### config.mk
export PLATFORM = sky130hd
export DESIGN_NAME = lsu_ctrl
export DESIGN_NICKNAME = d
export VERILOG_FILES = /design/src/rtl/lsu_ctrl.sv
export SDC_FILE = /design/constraint.sdc
export NUM_CORES = 1
export LEC_CHECK = 0
export CAP_MARGIN = 30
export CORE_MARGIN = 2
export CORE_UTILIZATION = 39
export DETAILED_ROUTE_END_ITERATION = 12
export DONT_BUFFER_PORTS = 1
export PLACE_DENSITY = 0.64
export SLEW_MARGIN = 20
export SYNTH_ARGS = -nofsm -noshare
export SYNTH_HDL_FRONTEND = slang
export SYNTH_SLANG_ARGS = --single-unit
### constraint.sdc
create_clock -name clk -period 3.1 [get_ports clk]
set_input_delay 0.155 -clock clk [delete_from_list [all_inputs] [get_ports clk]]
set_output_delay 0.155 -clock clk [all_outputs]
set_load 0.05 [all_outputs]
### src/rtl/lsu_ctrl.sv
// Multi-cycle load/store unit between EX and WB. It issues byte-strobed bus
// requests, aligns and extends load data, drops misaligned accesses and stalls EX.
module lsu_ctrl #(
  parameter int XLEN    = 64,
  parameter int AW      = 64,
  parameter int DW      = 64,
  parameter int RADDR_W = 5
) (
  input  logic               clk,
  input  logic               rst_n,
  input  logic               ex_valid_i,
  output logic               ex_ready_o,
  input  logic               ex_is_load_i,
  input  logic               ex_is_store_i,
  input  logic [2:0]         ex_funct3_i,
  input  logic [AW-1:0]      ex_addr_i,
  input  logic [XLEN-1:0]    ex_sdata_i,
  input  logic [RADDR_W-1:0] ex_wd_i,
  input  logic               ex_wreg_i,
  input  logic [XLEN-1:0]    ex_wdata_i,
  output logic               bus_req_o,
  output logic               bus_we_o,
  output logic [AW-1:0]      bus_addr_o,
  output logic [DW-1:0]      bus_wdata_o,
  output logic [DW/8-1:0]    bus_wstrb_o,
  input  logic               bus_gnt_i,
  input  logic               bus_rvalid_i,
  input  logic [DW-1:0]      bus_rdata_i,
  output logic               wb_valid_o,
  output logic [RADDR_W-1:0] wb_wd_o,
  output logic               wb_wreg_o,
  output logic [XLEN-1:0]    wb_wdata_o,
  output logic               misalign_o,
  output logic               hold_flag_o
);

  localparam int NB      = DW / 8;
  localparam int OFF_W   = $clog2(NB);
  localparam bit WIDE_OK = (XLEN == 64) && (DW == 64);

  typedef enum logic [1:0] {IDLE = 2'd0, REQ = 2'd1, WAIT = 2'd2, RESP = 2'd3} state_e;

  // Undefined encodings and 64-bit accesses on a narrow configuration count as misaligned.
  function automatic logic access_ok(input logic is_load, input logic [2:0] f3,
                                     input logic [OFF_W-1:0] off);
    logic             legal;
    logic [OFF_W-1:0] mask;
    if (is_load) begin
      legal = (f3 != 3'b111) && ((f3 != 3'b110) || (XLEN == 64));
    end else begin
      legal = (f3[2] == 1'b0);
    end
    legal = legal && ((f3[1:0] != 2'b11) || WIDE_OK);
    case (f3[1:0])
      2'b00:   mask = '0;
      2'b01:   mask = OFF_W'(3'd1);
      2'b10:   mask = OFF_W'(3'd3);
      default: mask = OFF_W'(3'd7);
    endcase
    return legal && ((off & mask) == '0);
  endfunction

  function automatic logic [NB-1:0] strb_of(input logic [1:0] sz, input logic [OFF_W-1:0] off);
    logic [NB-1:0] base;
    case (sz)
      2'b00:   base = NB'(8'h01);
      2'b01:   base = NB'(8'h03);
      2'b10:   base = NB'(8'h0F);
      default: base = NB'(8'hFF);
    endcase
    return base << off;
  endfunction

  state_e             state_q, state_d;
  logic               is_load_q, is_load_d;
  logic [2:0]         funct3_q, funct3_d;
  logic [OFF_W-1:0]   off_q, off_d;
  logic [RADDR_W-1:0] wd_q, wd_d;
  logic               wreg_q, wreg_d;
  logic [AW-1:0]      req_addr_q, req_addr_d;
  logic               req_we_q, req_we_d;
  logic [DW-1:0]      req_wdata_q, req_wdata_d;
  logic [NB-1:0]      req_wstrb_q, req_wstrb_d;
  logic               wb_valid_q, wb_valid_d;
  logic [RADDR_W-1:0] wb_wd_q, wb_wd_d;
  logic               wb_wreg_q, wb_wreg_d;
  logic [XLEN-1:0]    wb_wdata_q, wb_wdata_d;
  logic               misalign_q, misalign_d;

  logic [OFF_W-1:0]   ex_off_s;
  logic               ex_mem_s, ex_ok_s, accept_mem_s, resp_s;
  logic [DW-1:0]      sdata_ext_s, rdata_shift_s;
  logic [XLEN-1:0]    load_val_s;

  assign ex_off_s     = ex_addr_i[OFF_W-1:0];
  assign ex_mem_s     = ex_is_load_i | ex_is_store_i;
  assign ex_ok_s      = access_ok(ex_is_load_i, ex_funct3_i, ex_off_s);
  assign accept_mem_s = (state_q == IDLE) & ex_valid_i & ex_mem_s & ex_ok_s;
  assign resp_s       = bus_rvalid_i & ((state_q == WAIT) | ((state_q == REQ) & bus_gnt_i));

  // Widen store data onto the bus and pull the addressed bytes out of the read word.
  always_comb begin
    sdata_ext_s = '0;
    sdata_ext_s[XLEN-1:0] = ex_sdata_i;
    rdata_shift_s = bus_rdata_i >> {off_q, 3'b000};
    case (funct3_q)
      3'b000:  load_val_s = XLEN'($signed(rdata_shift_s[7:0]));
      3'b001:  load_val_s = XLEN'($signed(rdata_shift_s[15:0]));
      3'b010:  load_val_s = XLEN'($signed(rdata_shift_s[31:0]));
      3'b100:  load_val_s = XLEN'(rdata_shift_s[7:0]);
      3'b101:  load_val_s = XLEN'(rdata_shift_s[15:0]);
      3'b110:  load_val_s = XLEN'(rdata_shift_s[31:0]);
      default: load_val_s = rdata_shift_s[XLEN-1:0];
    endcase
  end

  // Next-state and capture logic; the WB pulse and misalign flag default low each cycle.
  always_comb begin
    state_d     = state_q;
    is_load_d   = is_load_q;
    funct3_d    = funct3_q;
    off_d       = off_q;
    wd_d        = wd_q;
    wreg_d      = wreg_q;
    req_addr_d  = req_addr_q;
    req_we_d    = req_we_q;
    req_wdata_d = req_wdata_q;
    req_wstrb_d = req_wstrb_q;
    wb_valid_d  = 1'b0;
    wb_wd_d     = wb_wd_q;
    wb_wreg_d   = wb_wreg_q;
    wb_wdata_d  = wb_wdata_q;
    misalign_d  = 1'b0;
    case (state_q)
      IDLE: begin
        if (ex_valid_i && !ex_mem_s) begin
          wb_valid_d = 1'b1;
          wb_wd_d    = ex_wd_i;
          wb_wreg_d  = ex_wreg_i;
          wb_wdata_d = ex_wdata_i;
        end else if (ex_valid_i && !ex_ok_s) begin
          wb_valid_d = 1'b1;
          misalign_d = 1'b1;
          wb_wd_d    = ex_wd_i;
          wb_wreg_d  = 1'b0;
          wb_wdata_d = '0;
        end else if (ex_valid_i) begin
          state_d     = REQ;
          is_load_d   = ex_is_load_i;
          funct3_d    = ex_funct3_i;
          off_d       = ex_off_s;
          wd_d        = ex_wd_i;
          wreg_d      = ex_wreg_i;
          req_addr_d  = {ex_addr_i[AW-1:OFF_W], {OFF_W{1'b0}}};
          req_we_d    = ~ex_is_load_i;
          req_wdata_d = ex_is_load_i ? '0 : (sdata_ext_s << {ex_off_s, 3'b000});
          req_wstrb_d = ex_is_load_i ? '0 : strb_of(ex_funct3_i[1:0], ex_off_s);
        end else begin
          state_d = IDLE;
        end
      end
      REQ, WAIT: begin
        // A response may coincide with the grant, skipping WAIT entirely.
        if (resp_s) begin
          state_d    = RESP;
          wb_valid_d = 1'b1;
          wb_wd_d    = wd_q;
          wb_wreg_d  = is_load_q & wreg_q;
          wb_wdata_d = is_load_q ? load_val_s : '0;
        end else if ((state_q == REQ) && bus_gnt_i) begin
          state_d = WAIT;
        end else begin
          state_d = state_q;
        end
      end
      RESP:    state_d = IDLE;
      default: state_d = IDLE;
    endcase
  end

  // State, captured operation and registered WB result.
  always_ff @(posedge clk or negedge rst_n) begin
    if (!rst_n) begin
      state_q     <= IDLE;
      is_load_q   <= 1'b0;
      funct3_q    <= 3'b000;
      off_q       <= '0;
      wd_q        <= '0;
      wreg_q      <= 1'b0;
      req_addr_q  <= '0;
      req_we_q    <= 1'b0;
      req_wdata_q <= '0;
      req_wstrb_q <= '0;
      wb_valid_q  <= 1'b0;
      wb_wd_q     <= '0;
      wb_wreg_q   <= 1'b0;
      wb_wdata_q  <= '0;
      misalign_q  <= 1'b0;
    end else begin
      state_q     <= state_d;
      is_load_q   <= is_load_d;
      funct3_q    <= funct3_d;
      off_q       <= off_d;
      wd_q        <= wd_d;
      wreg_q      <= wreg_d;
      req_addr_q  <= req_addr_d;
      req_we_q    <= req_we_d;
      req_wdata_q <= req_wdata_d;
      req_wstrb_q <= req_wstrb_d;
      wb_valid_q  <= wb_valid_d;
      wb_wd_q     <= wb_wd_d;
      wb_wreg_q   <= wb_wreg_d;
      wb_wdata_q  <= wb_wdata_d;
      misalign_q  <= misalign_d;
    end
  end

  assign ex_ready_o  = (state_q == IDLE);
  assign hold_flag_o = (state_q == REQ) | (state_q == WAIT) | accept_mem_s;
  assign bus_req_o   = (state_q == REQ);
  assign bus_we_o    = req_we_q;
  assign bus_addr_o  = req_addr_q;
  assign bus_wdata_o = req_wdata_q;
  assign bus_wstrb_o = req_wstrb_q;
  assign wb_valid_o  = wb_valid_q;
  assign wb_wd_o     = wb_wd_q;
  assign wb_wreg_o   = wb_wreg_q;
  assign wb_wdata_o  = wb_wdata_q;
  assign misalign_o  = misalign_q;

endmodule

# == Word level (Yosys, flattened, before mapping) ==
# Index checks and enable logic that the tools add are counted.
# classes
eq_ne,16
n_shift,3
n_mux,35
n_bitwise,15
reduce_logical,15
# ops
operator,n
$pmux W64 S6,1
$mux W64,5
$pmux W64 S2,1
$shl A64 B6 Y64,1
$shr A64 B6 Y64,1
$mux W8,5
$pmux W8 S3,1
$mux W5,3
$mux W1,10
$pmux W5 S2,1
$eq A3 B3 Y1 const B,3
$pmux W3 S3,1
$mux W2,4
$shl A8 B3 Y8,1
$and A1 B1 Y1,6
$eq A2 B2 Y1 const B,3
$logic_not A3 Y1,2
$ne A2 B2 Y1 const B,3
$ne A3 B3 Y1 const B,2
$pmux W2 S3,1
$reduce_and A3 Y1,2
$eq A2 B1 Y1 const B,2
$logic_and A1 B1 Y1,4
$logic_not A2 Y1,2
other kinds (11),19
# word_totals
ff_bits,221
in_bits,272
out_inout_bits,212
elab_cells,99

# == Longest topological paths before layout ==
# logic_depth
depth_word,12
mapped_depth,9
depth_no_buf,7

# == Worst setup path before layout ==
# Ideal clock, no wire load.
# synth_timing
path_type,flip-flop to flip-flop
startpoint,register state_q[0]
endpoint,"register req_wdata_q[32], in the netlist bus_wdata_o[32]"
t_arrival_ps,2481
required_time_ps,3033
setup_slack_ps,552
stages_incl_launch_ff,8
synth_period_minus_slack_ps,2548
cell_sequence,dfrtp_1 > inv_1 > ha_1 > nand2_1 > nor3_1 > and4b_1 > clkbuf_1 > a221o_1
# synth_between
elab_chain_cells,2
# synth_lines
element,line,rtl
from (decl),74,"state_e state_q, state_d;"
from (signal assigned),200,state_q <= state_d;
$logic_not A2 Y1,n/a,
via ex_ready_o,12,"output logic ex_ready_o,"
$reduce_and A4 Y1 (no source line),n/a,
to (signal assigned),208,req_wdata_q <= req_wdata_d;
to (decl),82,"logic [DW-1:0] req_wdata_q, req_wdata_d;"
# The timed path passes the listed nets, and every way through them passes these cells.
# A chain may end at the register's enable or synchronous reset.

# == Worst setup path after layout ==
# layout_timing
startpoint,register state_q[0]
endpoint,output port hold_flag_o
# layout_between
elab_chain_cells,5
elab_cells_between_ends,8
cone_classes,2 x eq/ne; 5 x bitwise; 1 x reduce/logical
# layout_lines
element,line,rtl
$logic_not A2 Y1,98,assign accept_mem_s = (state_q == IDLE) & ex_valid_i & ex_mem_s & ex_ok_s;
$and A1 B1 Y1 (3 in series),98,
$or A1 B1 Y1 *,219,assign hold_flag_o = (state_q == REQ) | (state_q == WAIT) | accept_mem_s;
to (decl),34,output logic hold_flag_o
# Every way passes the cells marked *; elsewhere a longest branch is shown, timed or not.

==> flow_summary.toml <==
[timing]
hold_violations = 221
setup_viol = 0
worst_slew_pin_slew_ns = 0.8779
maxSlewHeadroom_pct = 41.35
whs_ns = -0.6925
drv_slew = 0
fmaxAchievable_ghz = 0.3465
finClkSkew_ns = 0.01825
timing.final.crit_share_pct = 93.09
period_needed_ns = 2.886
grt_setup_unrepaired = "false"
tns_ns = 0

[floorplanning]
fp.dieW_um = 187.5
die_area_mm2 = 0.03516
start_util_pct = 39.36
ioPinCount = 484
core_mm2 = 0.03336
rows = 67
die_y_um = 187.5

[cells_and_area]
final_cells = 1996
drive_gt1_share_pct = 11.56
nFillCells = 3082
postLayoutCoreUtil_pct = 48.50
area_growth_pct = 23.21
design_area_mm2 = 0.01618
layout.nets = 1804
diodes = 0

[setup_path]
start_kind = "register"
reg2regPathDepth = 6
endpoint_kind = "primary output"
worst-path-max-fanout = 52
cp.arrival_ns = 2.73
critPathRequiredTime_ns = 2.94
worstSetupPathType = "reg -> out"

[detailed_routing]
drc = 0
drt_wl_total_um = 52720
vias_per_cell = 6.115
wl_per_cell_um = 26.41
vias = 12210
dr.pass1.iters = 5
drt_iter0_drc = 1029
ant_nets = 0

[placement]
port_buffers = 0
dp_hpwl_um = 35770
dp.cells = 1774
gp_congestion = 0.9695
postPlaceCellArea_mm2 = 0.01346

[logic_synthesis]
synthCells = 1434
ys_seq_area_share_pct = 42.11
synth-seq-cells = 221
async_flop_share_pct = 100.0
yosysWarnings = 0
avgSynthCellArea_um2 = 9.159
synth_edf_count = 0
dominantRegCellSynth = "dfrtp_1"
synth.distinct_cells = 58
syn_area_mm2 = 0.01313

[clock_network]
cts_buffers = 26
cts_tree = "built"
clk_path_buf_depth = 3
h-tree-depth = 1
hold_buffers = 173
clock-sinks = 221
cts_setup_buffers = 0
clkTransAtPathRegs_ns = 0.06
insertion_delay_ns = 0.55
root_buffer = "clkbuf_16"

[status]
status = "finished, violations left"
violations = "hold timing"

[power_and_ir_drop]
p_per_area_mw_per_mm2 = 1156
ir_drop_mv = 0.6606
p_leak_uw = 0.006955

[global_route]
grt_start_max_net_pins = 222
overflow = 0
grt_pass1_vias = 12510
antenna_found_initial = 1
grt_usage_pct = 28.91
grt_pass1_wl_um = 78710

[flow_run]
cap_violations = 0

[hold_path]
hold_class = "in -> async"
[where the power goes]
group          switching, µW  total [µW]  internal (µW)  leakage, µW
clock                   1330        3420           2090     0.000473
combinational           3930        6370           2430      0.00358
sequential              4930        8920           3980      0.00290
total                  10200       18700           8510      0.00695
[cell usage in the layout, fill, tap and decap left out, types with 29 or more instances in the layout]
| cell type | synthesis | layout |
|---|---|---|
| a22o_1 | 29 | 29 |
| nand3_1 | 34 | 34 |
| mux2i_1 | 84 | 84 |
| buf_4 | 3 | 29 |
| a211oi_1 | 37 | 37 |
| nand4_1 | 32 | 32 |
| o21ai_0 | 163 | 163 |
| mux4_2 | 39 | 39 |
| nand2_1 | 350 | 350 |
| dfrtp_1 | 221 | 219 |
| dlygate4sd3_1 | 0 | 171 |
[critical path, stage by stage (launching register included)]
cell and delay [ns]:
dfrtp_1 0.43, inv_1 0.12, ha_1 0.29, nand2_1 0.23, or3_4 0.45, buf_4 0.29
nand2b_1 0.14, buf_4 0.21
[cells in the mapped netlist (2+ instances only)]
cell type / number / area, µm²
nand2_1: 350 / 1314
dfrtp_1: 221 / 5530
o21ai_0: 163 / 815.8
clkbuf_1: 109 / 409.1
mux2i_1: 84 / 840.8
mux4_2: 39 / 878.3
a211oi_1: 37 / 277.8
nand3_1: 34 / 170.2
nand4_1: 32 / 200.2
a22o_1: 29 / 254.0
mux2_2: 28 / 315.3
nor2b_1: 27 / 168.9
o211ai_1: 24 / 180.2
o31ai_1: 22 / 165.2
inv_1: 21 / 78.83
nor2_1: 19 / 71.32
o22ai_1: 17 / 106.4
a21oi_1: 16 / 80.08
o221ai_1: 16 / 140.1
buf_1: 15 / 56.30
buf_2: 12 / 60.06
o211ai_2: 10 / 125.1
a2bb2oi_1: 9 / 78.83
a31oi_1: 9 / 56.30
nor3_1: 9 / 45.04
a22oi_1: 8 / 60.06
a2111oi_0: 7 / 61.31
a221o_1: 7 / 70.07
nand2b_1: 7 / 43.79
o21a_1: 7 / 52.55
and2_1: 6 / 37.54
buf_6: 5 / 56.30
ha_1: 4 / 50.05
buf_4: 3 / 22.52
mux2_4: 3 / 45.04
o41ai_1: 2 / 17.52
or2_2: 2 / 12.51
[sequential cells by signal, indices dropped and copies added (netlist names)]
name and count:
misalign_o 1, wb_wdata_o 64, wb_wreg_o 1, wreg_q 1, wb_valid_o 1, bus_addr_o 61, funct3_q 3, bus_wstrb_o 8
is_load_q 1, wd_q 5, wb_wd_o 5, bus_we_o 1, state_q 2, bus_wdata_o 64, off_q 3
[worst paths after layout]
path	start	endpoint	slack, ns
setup / recovery	state_q[0]$_DFFE_PN0P_	hold_flag_o	0.21
hold reg to reg	wd_q[3]$_DFFE_PN0P_	wd_q[3]$_DFFE_PN0P_	0.47
hold / removal	rst_n	wb_wdata_o[19]$_DFFE_PN0P_	-0.69
setup reg to reg	off_q[1]$_DFFE_PN0P_	wb_wdata_o[11]$_DFFE_PN0P_	0.23
min in group clk	bus_rdata_i[52]	wb_wdata_o[44]$_DFFE_PN0P_	0.03
max in group asynchronous	rst_n	bus_wdata_o[16]$_DFFE_PN0P_	3.39
[timing repair]
action | CTS | global route
hold endpoints to repair | 440 | 221
setup endpoints to repair | 0 | 1
resized for setup | 0 | 1
[final cells by class]
class                           count  area (µm²)  share of cell area (%)
Timing Repair Buffer              208        2074                   12.82
Sequential cell                   221        5533                   34.19
Clock buffer                       34       772.0                   4.771
Inverter                           22       82.58                  0.5103
Tap cell                          448       560.5                   3.464
Multi-Input combinational cell   1049        6969                   43.07
Clock inverter                     14       190.2                   1.175
[logic make-up after synthesis]
group | Yosys count | synth area share, %
simple gates | 496 | 16.36
compound gates | 392 | 20.06
flops | 221 | 42.11
buf+inv | 166 | 5.230
mux | 154 | 15.83
fa+ha+maj | 4 | 0.3811
other cells | 1 | 0.02855
[through the flow]
stage               worst slack [ns]  power [µW]
global placement              0.2137       14880
detailed placement            0.1814       15000
global route                 0.02967       19580
CTS                           0.1673       18690
floorplan                     0.5521       13110
finish                        0.2143       18700
[per-layer routing]
metal	vias up	global-route usage, %	routed length, µm
li1	5368	-	-
met1	5977	31.16	17920
met2	719	51.50	26520
met3	139	10.41	6036
met4	2	11.75	2222
met5	-	0	18
(Power assumes the default switching activity.)
